$ cat config.mk
export PLATFORM = sky130hd
export DESIGN_NAME = load_store_unit
export DESIGN_NICKNAME = d
export VERILOG_FILES = /design/src/rtl/lsu_pkg.sv /design/src/rtl/load_extract.sv /design/src/rtl/load_store_unit.sv
export SDC_FILE = /design/constraint.sdc
export NUM_CORES = 1
export LEC_CHECK = 0
export BUFFER_PORTS_ARGS = -buffer_cell sky130_fd_sc_hd__clkbuf_2
export CORE_MARGIN = 5
export CORE_UTILIZATION = 39
export DETAILED_ROUTE_END_ITERATION = 10
export GPL_TIMING_DRIVEN = 0
export PLACE_DENSITY = 0.83
export SLEW_MARGIN = 20
export SYNTH_ARGS = -nofsm -noshare
export SYNTH_HDL_FRONTEND = slang
export SYNTH_HIERARCHICAL = 1
export SYNTH_SLANG_ARGS = --single-unit
export TNS_END_PERCENT = 1
$ cat constraint.sdc
create_clock -name clk -period 2 [get_ports clk]
set_input_delay 0.1 -clock clk [delete_from_list [all_inputs] [get_ports clk]]
set_output_delay 0.1 -clock clk [all_outputs]
set_load 0.02 [all_outputs]
$ cat src/rtl/lsu_pkg.sv
// Shared constants, state encoding and decode helpers for the load/store unit.
package lsu_pkg;

    // RV32I funct3 width/sign codes used by loads and stores.
    localparam logic [2:0] F3_B  = 3'b000;
    localparam logic [2:0] F3_H  = 3'b001;
    localparam logic [2:0] F3_W  = 3'b010;
    localparam logic [2:0] F3_BU = 3'b100;
    localparam logic [2:0] F3_HU = 3'b101;

    // Two-state access sequencer: accept in IDLE, complete in RESP.
    typedef enum logic {
        ST_IDLE = 1'b0,
        ST_RESP = 1'b1
    } lsu_state_e;

    // True when funct3 names a width this unit supports for the given op kind.
    function automatic logic code_legal(input logic load, input logic [2:0] f3);
        logic ok;
        ok = 1'b0;
        if (load) begin
            ok = (f3 == F3_B) || (f3 == F3_H) || (f3 == F3_W) ||
                 (f3 == F3_BU) || (f3 == F3_HU);
        end else begin
            ok = (f3 == F3_B) || (f3 == F3_H) || (f3 == F3_W);
        end
        return ok;
    endfunction

    // Halfwords must be 2-byte aligned, words 4-byte aligned; bytes never fault.
    // funct3[1:0] carries the width for both signed and unsigned variants.
    function automatic logic is_misaligned(input logic [2:0] f3, input logic [1:0] lo);
        logic bad;
        bad = 1'b0;
        if (f3[1:0] == 2'b01) bad = lo[0];
        else if (f3[1:0] == 2'b10) bad = (lo != 2'b00);
        return bad;
    endfunction

endpackage

$ cat src/rtl/load_extract.sv
// Selects the addressed byte/halfword of a memory word and extends it to 32 bits.
module load_extract
    import lsu_pkg::*;
(
    input  logic [2:0]  funct3,
    input  logic [1:0]  addr,
    input  logic [31:0] mem_rdata,
    output logic [31:0] load_data
);

    logic [7:0]  byte_sel;
    logic [15:0] half_sel;

    // Lane selection from the low address bits.
    always_comb begin
        byte_sel = 8'h00;
        case (addr)
            2'd0: byte_sel = mem_rdata[7:0];
            2'd1: byte_sel = mem_rdata[15:8];
            2'd2: byte_sel = mem_rdata[23:16];
            2'd3: byte_sel = mem_rdata[31:24];
            default: byte_sel = 8'h00;
        endcase
        half_sel = addr[1] ? mem_rdata[31:16] : mem_rdata[15:0];
    end

    // Sign/zero extension by width code; unknown codes yield zero.
    always_comb begin
        load_data = 32'h0;
        case (funct3)
            F3_B:    load_data = {{24{byte_sel[7]}}, byte_sel};
            F3_H:    load_data = {{16{half_sel[15]}}, half_sel};
            F3_W:    load_data = mem_rdata;
            F3_BU:   load_data = {24'h0, byte_sel};
            F3_HU:   load_data = {16'h0, half_sel};
            default: load_data = 32'h0;
        endcase
    end

endmodule

$ cat src/rtl/load_store_unit.sv
// Turns one core load/store micro-op into a single data-memory request and
// returns the aligned, extended load result one cycle later.
//
// Handshake: the core raises ls_valid with the op fields and holds them stable
// while stall=1. The op is accepted in the first IDLE cycle it is seen, memory
// outputs are driven combinationally in that cycle only, and done pulses for
// exactly one cycle in the following (RESP) cycle, at which point stall drops.
module load_store_unit
    import lsu_pkg::*;
(
    input  logic        clk,
    input  logic        rst,
    input  logic        ls_valid,
    input  logic        is_load,
    input  logic        is_store,
    input  logic [2:0]  funct3,
    input  logic [31:0] addr,
    input  logic [31:0] store_data,
    output logic [31:0] load_data,
    output logic        done,
    output logic        stall,
    output logic        misaligned,
    output logic        mem_request,
    output logic        mem_we_re,
    output logic [3:0]  mem_mask,
    output logic [11:0] mem_address,
    output logic [31:0] mem_wdata,
    input  logic [31:0] mem_rdata,
    output lsu_state_e  fsm_state
);

    lsu_state_e  state;
    lsu_state_e  state_next;
    logic        accept;
    logic        err_now;
    logic [2:0]  f3_q;
    logic [1:0]  lo_q;
    logic        load_q;
    logic        err_q;
    logic [31:0] ext_data;

    // Upper address bits select nothing in a 4096-word memory.
    logic unused_addr_hi;
    assign unused_addr_hi = ^addr[31:14];

    assign fsm_state = state;

    // State register and captured op attributes for the response cycle.
    always_ff @(posedge clk) begin
        if (rst) begin
            state  <= ST_IDLE;
            f3_q   <= 3'b000;
            lo_q   <= 2'b00;
            load_q <= 1'b0;
            err_q  <= 1'b0;
        end else begin
            state <= state_next;
            if (accept) begin
                f3_q   <= funct3;
                lo_q   <= addr[1:0];
                load_q <= is_load;
                err_q  <= err_now;
            end
        end
    end

    // Next state, error decode and memory request drive for the accept cycle.
    always_comb begin
        state_next  = state;
        accept      = 1'b0;
        err_now     = 1'b0;
        mem_request = 1'b0;
        mem_we_re   = 1'b0;
        mem_mask    = 4'b0000;
        mem_address = 12'h000;
        mem_wdata   = 32'h0;
        case (state)
            ST_IDLE: begin
                if (ls_valid) begin
                    accept     = 1'b1;
                    state_next = ST_RESP;
                    // Ambiguous op flags, unsupported width or bad alignment
                    // all reject the op without touching memory.
                    err_now = ~(is_load ^ is_store) ||
                              !code_legal(is_load, funct3) ||
                              is_misaligned(funct3, addr[1:0]);
                    if (!err_now) begin
                        mem_request = 1'b1;
                        mem_we_re   = is_store;
                        mem_address = addr[13:2];
                        if (is_store) begin
                            case (funct3)
                                F3_B: begin
                                    mem_mask  = 4'b0001 << addr[1:0];
                                    mem_wdata = {4{store_data[7:0]}};
                                end
                                F3_H: begin
                                    mem_mask  = 4'b0011 << {addr[1], 1'b0};
                                    mem_wdata = {2{store_data[15:0]}};
                                end
                                default: begin
                                    mem_mask  = 4'b1111;
                                    mem_wdata = store_data;
                                end
                            endcase
                        end
                    end
                end
            end
            ST_RESP: begin
                state_next = ST_IDLE;
            end
            default: begin
                state_next = ST_IDLE;
            end
        endcase
    end

    load_extract u_load_extract (
        .funct3    (f3_q),
        .addr      (lo_q),
        .mem_rdata (mem_rdata),
        .load_data (ext_data)
    );

    // Completion outputs; reset during RESP swallows the done pulse.
    always_comb begin
        done       = (state == ST_RESP) && !rst;
        misaligned = done && err_q;
        load_data  = (done && load_q && !err_q) ? ext_data : 32'h0;
        stall      = ls_valid && !done;
    end

endmodule

==> flow_summary_export.csv <==
group,metric,value,unit
status,status,"completed",
timing,final_hold_viol_count,0,
clock_tree,path_clk_slew,0.04,ns
global_route,grt_max_degree,11,
clock_tree,cts_buffers,3,
place,place.gp.congestion,0.895,
synthesis,synthSimpleGateAreaFrac,29.2,%
cells_and_area,nNetsFinal,598,
cells_and_area,final_cells,564,
global_route,antenna_found_initial,0,
clock_tree,hold_buffers,0,
timing,finalCritPeriodShare,97.4,%
clock_tree,cts_max_path_buffers,2,
global_route,grt_pass1_wl,14000,µm
clock_tree,insertion_delay,0.23,ns
critical_path,worstPathCellList,"nand2b_4 -> or4_4 -> buf_6 -> buf_6 -> a21oi_1 -> clkbuf_2",
cells_and_area,layout-drive-gt1-share,46.3,%
synthesis,synth-xor-area-share,0,%
route,drt_wl_total,8760,µm
synthesis,yosys-mux-area-fraction,13.1,%
critical_path,crit_arrival,1.85,ns
timing,setup_viol,0,
route,vias_per_cell,5.48,
timing,fin_skew,0.00288,ns
critical_path,required,1.90,ns
critical_path,crit_family,"simple AND/OR/NAND/NOR gates",
worst_hold_path,hp-class,"input pin to register",
timing,slew_headroom,58.1,%
timing,fin_crit,1.95,ns
die,std_cell_rows,27,
synthesis,synthesis.area,2150,µm²
synthesis,synth_top_cell_by_area,"and2_1",
critical_path,worstPathMaxFanout,10,
place,numPortBuffers,169,
global_route,overflow,0,
timing,fin_setup_tns,0,ns
cells_and_area,area_growth_syn_to_layout,50.5,%
route,dr.pass1.iters,4,
die,dieArea,7100,µm²
cells_and_area,final_util,59.5,%
die,start_util,39.6,%
timing,max_clock_freq,514,MHz
clock_tree,cts_root_buffer,"clkbuf_8",
synthesis,synth.area.top_cells,"and2_1 (15%), a21oi_1 (12%), a211oi_1 (8.4%), dfxtp_1 (7.4%), mux2i_1 (7.0%)",
cells_and_area,n_antenna_cell,0,
timing,hold_ws,0.133,ns
clock_tree,cts_tree,"built",
synthesis,synth.distinct_cells,45,
synthesis,synth_top_family_by_area,"compound AO/OA/AOI/OAI gates",
cells_and_area,final_area,3240,µm²
critical_path,crit_path_top_delay_cell,"or4_4",
place,dpl.hpwl,7150,µm
die,coreArea,5440,µm²
synthesis,ys_warn_count,6,
place,place_inst,560,
synthesis,avgSynthCellArea,6.75,µm²
synthesis,synthCells,319,
place,place_area,3090,µm²
critical_path,crit_type,"register to primary output",
clock_tree,htreeDepth,1,
critical_path,critPathCaptureType,"primary output",
critical_path,startpoint_type,"register",
timing,rsz0062_at_grt,"yes",
pwr,ir_worst_vdd,0.228,mV
run,max_cap_viol_count,0,
clock_tree,clock-sinks,8,
critical_path,worst-path-buf-inv,3,
timing,worst_slew_pin_slew,0.627,ns
die,chipHeight,84.3,µm
synthesis,seq_area_frac_synth,7.44,%
pwr,p_leak,1.62,nW
route,route.detailed.drc,0,
pwr,power_density,293,nW/µm²
synthesis,synth_seq_cells,8,
timing,slew_viol_final,0,
global_route,grt_pass1_vias,2918,
synthesis,yosysTopAreaCellShare,15.4,%
die,die_w,84.3,µm
critical_path,crit_top_cell,"buf_6",
synthesis,syn_nets,423,
synthesis,synth_compound_area_share,40.1,%
die,ios,190,
synthesis,synthAdderAreaFrac,0,%
route,vias,3092,
route,drtIter0Drc,168,
route,post_drt_wl_per_cell,15.5,µm
global_route,track_usage,23.1,%
critical_path,cpPeakStageDelay,0.49,ns
route,ant_nets,0,
==> power breakdown <==
group          switching, mW  total [mW]  internal [mW]
registers            0.00961       0.180          0.170
clock network         0.0665       0.197          0.131
logic                  0.312       0.572          0.260
total                  0.388       0.949          0.561
==> synth_stat cells (all sizes together) <==
library cell,number
a2111oi,1
a211oi,24
a21boi,1
a21oi,54
a221oi,7
a22oi,17
a32oi,2
and2,53
and2b,1
and3b,1
buf,17
clkbuf,16
dfxtp,8
inv,3
mux2,11
mux2i,15
nand2,36
nand2b,3
nor2,13
nor2b,4
nor3,2
nor3b,1
o21a,1
o21ai,12
o21ba,1
o21bai,2
o22ai,7
o31a,1
o31ai,1
or2,1
or2b,1
or3b,1
or4,1
==> per-stage QoR <==
step | setup slack (ns) | total power [mW]
2_1_floorplan | 0.0173 | 0.533
3_3_place_gp | 0.0739 | 0.710
3_5_place_dp | 0.0631 | 0.721
4_1_cts | 0.00584 | 0.926
5_1_grt | -0.0170 | 1.02
6_report | 0.0530 | 0.949
==> worst paths after layout <==
path / slack (ns) / cells after the start / from / to
setup / recovery: 0.05 / 6 / fsm_state / mem_mask[0]
hold / removal: 0.13 / 3 / is_load / load_q
setup reg to reg: 0.61 / 4 / fsm_state / err_q
hold reg to reg: 0.45 / 2 / load_q / load_q
==> worst reg2reg max path, stage by stage, from the launching register on <==
cell       delay (ns)
dfxtp_2          0.33
nand2b_4         0.17
a2111oi_4        0.37
clkbuf_1         0.30
nor3_1           0.09
==> timing repair <==
| action | CTS | global route |
|---|---|---|
| setup buffers | 0 | 2 |
| gates resized for setup | 5 | 36 |
| pin swaps | 0 | 1 |
| endpoints found under the setup margin | 47 | 65 |
==> cells in the final DEF (no fill, tap or decap), types with 3 or more instances in the layout <==
cell        n
buf_4      11
mux2i_1    15
nand2_1    36
mux2_2      9
clkbuf_8    3
a21oi_1    51
nor2_1     12
a21oi_2     3
clkbuf_1   11
a22oi_1    15
clkbuf_2  167
a221oi_1    6
buf_2       4
o22ai_1     7
dfxtp_1     5
and2_1     53
nor2b_1     4
buf_6       7
o21ai_0    10
a211oi_1   23
==> metal layers <==
layer	track usage (%)	up-vias	share of wire, %
met5	0	-	0
met4	6.58	0	1.8
met3	5.20	16	9.4
met2	39.9	144	49
met1	28.5	1415	40
li1	-	1517	-
==> final cells by class <==
| cell class | instances | area (µm²) |
|---|---|---|
| Multi-Input combinational cell | 275 | 1840 |
| Tap cell | 72 | 90.1 |
| Buffer | 32 | 215 |
| Sequential cell | 8 | 166 |
| Inverter | 3 | 11.3 |
| Timing Repair Buffer | 171 | 878 |
| Fill cell | 495 | 2200 |
| Clock buffer | 3 | 41.3 |
==> sequential cells by signal, summed over array words and instances (netlist names) <==
name       cells
lo_q           2
f3_q           3
fsm_state      1
err_q          1
load_q         1
==> kinds of logic after synthesis <==
| group | Yosys count |
|---|---|
| AOI/OAI and AO/OA | 131 |
| buffers and inverters | 36 |
| DFF | 8 |
| muxes | 26 |
| and+or+nand+nor | 118 |
No activity file was read; power rests on OpenSTA's default activity.
